--- src/rtl/uart_tx_fifo.sv ---
// UART transmitter with an 8-entry transmit FIFO and per-frame configuration
// (5-8 data bits, none/even/odd parity, 1 or 2 stop bits, programmable divisor).
module uart_tx_fifo #(
  parameter int unsigned DIV_W   = 16,
  parameter int unsigned FIFO_AW = 3
) (
  input  logic                 i_clk,
  input  logic                 i_rst_n,
  input  logic [DIV_W-1:0]     i_div,
  input  logic [1:0]           i_data_bits,
  input  logic [1:0]           i_parity,
  input  logic                 i_stop2,
  input  logic                 i_tx_en,
  input  logic                 i_wr,
  input  logic [7:0]           i_byte,
  output logic                 o_full,
  output logic                 o_empty,
  output logic [FIFO_AW:0]     o_count,
  output logic                 o_overflow,
  output logic                 o_busy,
  output logic                 o_complete,
  output logic                 o_tx_serial
);

  localparam int unsigned DEPTH = 2 ** FIFO_AW;
  localparam int unsigned CW    = FIFO_AW + 1;

  typedef enum logic [2:0] {IDLE, START, DATA, PARITY, STOP} state_t;

  state_t             state_q, state_d;
  logic [DIV_W-1:0]   cnt_q, cnt_d;
  logic [DIV_W-1:0]   div_q;
  logic [2:0]         last_idx_q;
  logic [2:0]         bit_idx_q, bit_idx_d;
  logic [7:0]         shreg_q, shreg_d;
  logic               par_en_q, par_bit_q, stop2_q;
  logic               stop_idx_q, stop_idx_d;
  logic               tx_q, tx_d, busy_q, complete_q, overflow_q;
  logic               pop, push, done, boundary;

  logic [7:0]         mem [DEPTH];
  logic [FIFO_AW-1:0] wr_ptr_q, rd_ptr_q;
  logic [CW-1:0]      count_q, count_d;
  logic               full_q, empty_q;

  logic [DIV_W-1:0]   div_eff;
  logic [7:0]         head_masked;

  assign push        = i_wr && !full_q;
  assign div_eff     = (i_div < DIV_W'(2)) ? DIV_W'(2) : i_div;
  assign head_masked = mem[rd_ptr_q] & (8'hFF >> (2'd3 - i_data_bits));
  assign boundary    = (cnt_q == div_q - DIV_W'(1));

  // Next-state, bit timing and next line value
  always_comb begin
    state_d    = state_q;
    cnt_d      = cnt_q;
    bit_idx_d  = bit_idx_q;
    shreg_d    = shreg_q;
    stop_idx_d = stop_idx_q;
    pop        = 1'b0;
    done       = 1'b0;
    tx_d       = 1'b1;

    if (state_q != IDLE) begin
      cnt_d = boundary ? '0 : cnt_q + DIV_W'(1);
    end

    case (state_q)
      IDLE: begin
        if (i_tx_en && !empty_q) begin
          pop     = 1'b1;
          shreg_d = mem[rd_ptr_q];
          cnt_d   = '0;
          state_d = START;
        end
      end
      START: begin
        if (boundary) begin
          bit_idx_d = '0;
          state_d   = DATA;
        end
      end
      DATA: begin
        if (boundary) begin
          shreg_d = shreg_q >> 1;
          if (bit_idx_q == last_idx_q) begin
            stop_idx_d = 1'b0;
            state_d    = par_en_q ? PARITY : STOP;
          end else begin
            bit_idx_d = bit_idx_q + 3'd1;
          end
        end
      end
      PARITY: begin
        if (boundary) begin
          stop_idx_d = 1'b0;
          state_d    = STOP;
        end
      end
      STOP: begin
        if (boundary) begin
          if (stop2_q && !stop_idx_q) begin
            stop_idx_d = 1'b1;
          end else begin
            done    = 1'b1;
            state_d = IDLE;
          end
        end
      end
      default: state_d = IDLE;
    endcase

    case (state_d)
      START:   tx_d = 1'b0;
      DATA:    tx_d = shreg_d[0];
      PARITY:  tx_d = par_bit_q;
      default: tx_d = 1'b1;
    endcase
  end

  // FIFO occupancy after this cycle's write/pop
  always_comb begin
    count_d = count_q;
    case ({push, pop})
      2'b10:   count_d = count_q + CW'(1);
      2'b01:   count_d = count_q - CW'(1);
      default: count_d = count_q;
    endcase
  end

  always_ff @(posedge i_clk or negedge i_rst_n) begin
    if (!i_rst_n) begin
      state_q    <= IDLE;
      cnt_q      <= '0;
      div_q      <= DIV_W'(2);
      last_idx_q <= 3'd7;
      bit_idx_q  <= '0;
      shreg_q    <= '0;
      par_en_q   <= 1'b0;
      par_bit_q  <= 1'b0;
      stop2_q    <= 1'b0;
      stop_idx_q <= 1'b0;
      tx_q       <= 1'b1;
      busy_q     <= 1'b0;
      complete_q <= 1'b0;
      overflow_q <= 1'b0;
      wr_ptr_q   <= '0;
      rd_ptr_q   <= '0;
      count_q    <= '0;
      full_q     <= 1'b0;
      empty_q    <= 1'b1;
    end else begin
      state_q    <= state_d;
      cnt_q      <= cnt_d;
      bit_idx_q  <= bit_idx_d;
      shreg_q    <= shreg_d;
      stop_idx_q <= stop_idx_d;
      tx_q       <= tx_d;
      busy_q     <= (state_d != IDLE);
      complete_q <= done;
      overflow_q <= i_wr && full_q;
      count_q    <= count_d;
      full_q     <= (count_d == CW'(DEPTH));
      empty_q    <= (count_d == '0);
      if (push) wr_ptr_q <= wr_ptr_q + FIFO_AW'(1);
      if (pop) begin
        rd_ptr_q   <= rd_ptr_q + FIFO_AW'(1);
        // Frame configuration is sampled only here, so mid-frame changes wait
        div_q      <= div_eff;
        last_idx_q <= 3'd4 + 3'(i_data_bits);
        par_en_q   <= (i_parity == 2'b01) || (i_parity == 2'b10);
        par_bit_q  <= (^head_masked) ^ (i_parity == 2'b10);
        stop2_q    <= i_stop2;
      end
    end
  end

  always_ff @(posedge i_clk) begin
    if (push) mem[wr_ptr_q] <= i_byte;
  end

  assign o_tx_serial = tx_q;
  assign o_busy      = busy_q;
  assign o_complete  = complete_q;
  assign o_overflow  = overflow_q;
  assign o_count     = count_q;
  assign o_full      = full_q;
  assign o_empty     = empty_q;

endmodule

--- config.mk ---
export PLATFORM = sky130hd
export DESIGN_NAME = uart_tx_fifo
export DESIGN_NICKNAME = d
export VERILOG_FILES = /design/src/rtl/uart_tx_fifo.sv
export SDC_FILE = /design/constraint.sdc
export NUM_CORES = 1
export LEC_CHECK = 0
export CAP_MARGIN = 25
export CORE_ASPECT_RATIO = 0.7
export CORE_MARGIN = 3
export CORE_UTILIZATION = 25
export DETAILED_ROUTE_END_ITERATION = 6
export PLACE_DENSITY_LB_ADDON = 0.05
export SETUP_SLACK_MARGIN = 0.3
export SLEW_MARGIN = 20
export SYNTH_ARGS = -nofsm -noshare
export SYNTH_HDL_FRONTEND = slang
export SYNTH_SLANG_ARGS = --single-unit
--- constraint.sdc ---
create_clock -name i_clk -period 3.9 [get_ports i_clk]
set_input_delay 1.17 -clock i_clk [delete_from_list [all_inputs] [get_ports i_clk]]
set_output_delay 1.17 -clock i_clk [all_outputs]
set_load 0.02 [all_outputs]
Word level (Yosys, flattened, before mapping)
Memory sizes are Yosys's and may differ from the RTL's. Index checks and enable logic that the tools add are counted.

Word-level logic and storage cells: 111. Memory bits (writable): 64. Input port bits: 33. Register bits: 69. Output and inout port bits: 10. Memories kept: 1.

Shift-type cells: 1. Reductions and logical operators: 19. Bitwise operators: 2. Add/sub/neg operators: 9. Eq/ne operators: 22. $lt $le $gt $ge: 1. Multiplexer cells: 36.

Memory list: mem (words 8, width 8, rd ports 1, clocked after memory_dff 0, wr ports 1, line 41) `logic [7:0] mem [DEPTH];`.

Operators by type and width (count): $mux 16 (5); $mux 3 (11); $add 16x1->16 const B (1); $eq 16x16->1 (1); $lt 16x2->1 const B (1); $mux 8 (2); $ne 2x2->1 const B (8); $pmux 8 s2 (1); $sub 16x1->16 const B (1); $pmux 3 s5 (1); $eq 3x2->1 const B (4); $mux 1 (12); $add 3x1->3 const B (3); $reduce_bool 3->1 (3); $and 8x8->8 (1); $pmux 4 s2 (1); $reduce_xor 8->1 (1); $shr 8x2->8 const A (1); $eq 3x1->1 const B (2); $pmux 1 s3 (2); $pmux 3 s2 (1); $reduce_and 6->1 (1); $add 4x1->4 const B (1); $eq 2x1->1 const B (2); 16 further kinds (23).

Logic depth before layout (Yosys ltp)
Depth after elaboration: 7. Gate-level depth with buffers: 14. Mapped depth without buffers: 11.

Least setup slack after synthesis
No wires, ideal clock.

Path type: input-to-reg. From: input port i_tx_en. To: register full_q (netlist: o_full). Data arrival time: 3.408 ns. Required time: 3.827 ns. Buffers on the path: 2. Library setup time: 0.073 ns. Stages: 10. Setup slack: 0.419 ns. Cell sequence: nand2b_1 > nand2b_1 > clkbuf_1 > clkinv_1 > buf_1 > ha_1 > fa_1 > mux2_2 > or3_1 > nor2b_1.

Word-level cells in the longest chain between the ends: 6. Elaborated cells between the ends (all ways): 7. Those cells by class: eq/ne: 3; mux: 3; reduce/logical: 1.

RTL lines: start: declaration (line 13) `input logic i_tx_en,`; $logic_and 1x1->1 * (line 71) `if (i_tx_en && !empty_q) begin`; $mux 1 * (line 71); $mux 1 * (line 69) `case (state_q)`; named net pop (line 39) `logic pop, push, done, boundary;`; $eq 2x1->1 / $eq 2x2->1 (equally long branches) (line 125) `case ({push, pop})`; $pmux 4 s2 * (line 125); named net count_d[1] (line 43) `logic [CW-1:0] count_q, count_d;`; $eq 4x4->1 * (line 164) `full_q <= (count_d == CW'(DEPTH));`; end signal: assignment (line 164); end: declaration (line 44) `logic full_q, empty_q;`.

Mark *: on every way through the listed nets, which the timed path passes. The rest lies on a longest branch. A chain may end at the register's enable or synchronous reset.

Worst setup path in the final report
From: register div_q[0]. To: register busy_q (netlist: o_busy).

Word-level cells in the longest chain between the ends: 5. Elaborated cells between the ends (all ways): 8. Those cells by class: add/sub: 1; eq/ne: 1; mux: 5; reduce/logical: 1.

RTL lines: start: declaration (line 32) `logic [DIV_W-1:0] div_q;`; start signal: assignment (line 170) `div_q <= div_eff;`; $sub 16x1->16 * (line 52) `assign boundary = (cnt_q == div_q - DIV_W'(1));`; $eq 16x16->1 * (line 52); $mux 3, on equally long branches; $pmux 3 s5 * (line 69); named net state_d[1] (line 30) `state_t state_q, state_d;`; $reduce_bool 3->1 * (line 160) `busy_q <= (state_d != IDLE);`; end signal: assignment (line 160); end: declaration (line 38) `logic tx_q, tx_d, busy_q, complete_q, overflow_q;`.

Marked as above.

==> results.cfg <==
[global_route]
antenna_found_initial = 0
grt_pass1_vias = 4086
grt_usage_pct = 12.0
grt_pass1_wl_um = 24500
grt_max_degree = 69
grt_overflow = 0

[sta]
fin_worst_skew_ns = 0.0117
rsz0062_at_grt = true
timing_hold_violations_final = 0
finalSetupTns_ns = 0
maxSlewHeadroom_pct = 52.2
max_freq_ghz = 0.290
min_period_over_period_pct = 88.4
drv_slew = 0
setup_viol = 0
tightestPinTransition_ns = 0.716
min_period_ns = 3.45

[worst_setup_path]
crit_type = reg -> reg
cp_num_buf_inv = 1
crit_arrival_ns = 3.73
crit_chain = inv_1, ha_1, or3b_4, or4_4, a211oi_2, and4_1, nand4_1, a22oi_1, nor2_1, or4_1
cp-end-kind = register
slowest_delay_ns = 0.53
path_delay_family = simple AND/OR/NAND/NOR gates
crit_slowest_cell = or4_1
crit_required_ns = 4.18
crit_path_start_kind = register
path_max_fanout = 5

[synth]
synth_mux_area_share_pct = 8.12
async_flop_share_pct = 51.5
synth_top_cells_by_area = edfxtp_1 (31%), dfrtp_1 (25%), mux4_2 (5.8%)
synth-simple-area-share_pct = 16.0
yosys_warnings = 0
synth_cells = 507
synth_commonest_cells = nand2_1 (77), edfxtp_1 (64), dfrtp_1 (63)
synth_flop_cell = edfxtp_1
mappedNetlistArea_um2 = 6190
yosysSeqAreaShare_pct = 58.6
yosysMostFrequentCell = nand2_1
synth-compound-area-share_pct = 5.19
synth_top_area_cell = edfxtp_1
synth_fa_ha_area_share_pct = 2.14
syn_area_per_cell_um2 = 12.2
synth_top_area_share_pct = 31.0
ys_seq_elements = 132
synth-xor-area-share_pct = 7.43
yosysUniqueCellTypes = 61
synth_edf_count = 64
synth_top_family_by_area = simple AND/OR/NAND/NOR gates
syn_nets = 550

[clocking]
cts.clk_slew.worst_paths_ns = 0.06
cts_max_level = 4
clockRootBuffer = clkbuf_16
clkLatencyLatePin_ns = 0.42
hold_buffers = 0
cts_setup_buffers = 0
cts_tree = done
cts_buffers = 17
cts.sinks = 132
clockBufferDepth = 2

[place]
placed_area_um2 = 7080
hpwl_um = 10600
portBuffers = 42
dp_cells = 865
place_congestion = 0.729

[layout]
nFillCells = 2434
final_area_um2 = 7670
area_growth_pct = 23.8
drive_gt1_share_pct = 14.5
nNetsFinal = 609
stdcell_count = 897
final_core_util_pct = 32.0
diodes = 0

[flow_run]
max-cap-violations = 0

[floorplanning]
dieArea_um2 = 26700
coreArea_um2 = 24000
start_util_pct = 25.8
die_y_um = 138
die_w_um = 194
rows = 47
ios = 43

[drt]
drt-vias-per-instance = 4.48
ant_nets = 0
drc = 0
wl_um = 15200
drt-initial-drc-count = 286
routedWlPerCell_um = 16.9
vias = 4020
first_pass_iters = 5

[pwr]
p_leak_uw = 0.00299
vdd_drop_max_uv = 333
power.total_uw = 5770
p_per_area_nw_per_um2 = 752

[run_status]
outcome = finished clean

[worst_hold_path]
hp-class = reg -> reg
## registers in the layout, indices dropped and copies added (netlist names), 2 cells and up
register    cells
mem            64
cnt_q          16
div_q          16
shreg_q         8
o_count         4
bit_idx_q       3
rd_ptr_q        3
state_q         3
wr_ptr_q        3
last_idx_q      2
## per-stage QoR
stage,hold slack (ns),setup WS [ns]
floorplan,0.446,0.419
global placement,0.460,0.361
detailed placement,0.463,0.352
CTS,0.470,0.483
global route,0.487,0.292
finish,0.467,0.451
## cell type report
class | count | area (µm²) | area share, %
Inverter | 15 | 56.3 | 0.734
Clock inverter | 15 | 155 | 2.02
Sequential cell | 132 | 3630 | 47.3
Timing Repair Buffer | 63 | 586 | 7.63
Clock buffer | 17 | 425 | 5.55
Tap cell | 318 | 398 | 5.19
Multi-Input combinational cell | 337 | 2420 | 31.5
## routing by layer
metal	wire (µm)	global-route usage, %
met5	0	0
met4	106	3.35
met3	480	3.01
met2	5900	15.7
met1	8670	19.1
## cell families after synthesis
logic type,Yosys count
AND/OR/NAND/NOR,203
flip-flops,132
XOR/XNOR,51
AO/OA/AOI/OAI,43
buffers and inverters,38
multiplexers,30
adder cells (fa/ha/maj),10
## final timing paths
path                                                start                         to  slack [ns]  depth (start not counted)
worst max register to register       div_q[0]$_DFFE_PN0P_           o_busy$_DFF_PN0_        0.45                         10
worst min register to register  last_idx_q[1]$_DFFE_PN1P_  last_idx_q[1]$_DFFE_PN1P_        0.47                          2
max in group asynchronous                         i_rst_n       div_q[1]$_DFFE_PN1P_        2.78                          2
worst min-delay path            last_idx_q[1]$_DFFE_PN1P_  last_idx_q[1]$_DFFE_PN1P_        0.47                          2
worst max-delay path                 div_q[0]$_DFFE_PN0P_           o_busy$_DFF_PN0_        0.45                         10
min in group asynchronous                         i_rst_n    rd_ptr_q[0]$_DFFE_PN0P_        0.77                          2
## what timing repair did
item	in CTS	in global routing
gates resized for setup	0	2
endpoints found under the hold margin	0	0
endpoints found under the setup margin	0	4
## cells in the final DEF, fill, tap and decap left out, drive strengths merged, types with 3 or more instances in the layout
| cell | count |
|---|---|
| a21oi | 3 |
| a221o | 6 |
| and3 | 6 |
| and4 | 3 |
| buf | 22 |
| clkbuf | 17 |
| clkdlybuf4s50 | 41 |
| clkinv | 8 |
| dfrtp | 63 |
| dfstp | 5 |
| edfxtp | 64 |
| ha | 9 |
| inv | 18 |
| mux2i | 12 |
| mux4 | 16 |
| nand2 | 77 |
| nand2b | 4 |
| nand3 | 15 |
| nand3b | 3 |
| nand4 | 9 |
| nor2 | 48 |
| nor2b | 3 |
| nor3 | 10 |
| nor3b | 5 |
| nor4 | 7 |
| o21ai | 12 |
| o31ai | 5 |
| or4 | 4 |
| xnor2 | 33 |
| xor2 | 17 |
## worst min-delay path, delay by kind of cell, from the launching register on
kind          cells  cell delay (ns)
flops             1             0.37
simple gates      2             0.09
## power breakdown
| part | leakage (µW) | total [µW] | switching [µW] | internal [µW] |
|---|---|---|---|---|
| logic | 0.00128 | 1950 | 983 | 965 |
| clock network | 0.000279 | 1580 | 638 | 946 |
| registers | 0.00144 | 2230 | 408 | 1830 |
| total | 0.00299 | 5770 | 2030 | 3740 |
Note: power is estimated with default switching activity, not from simulation.
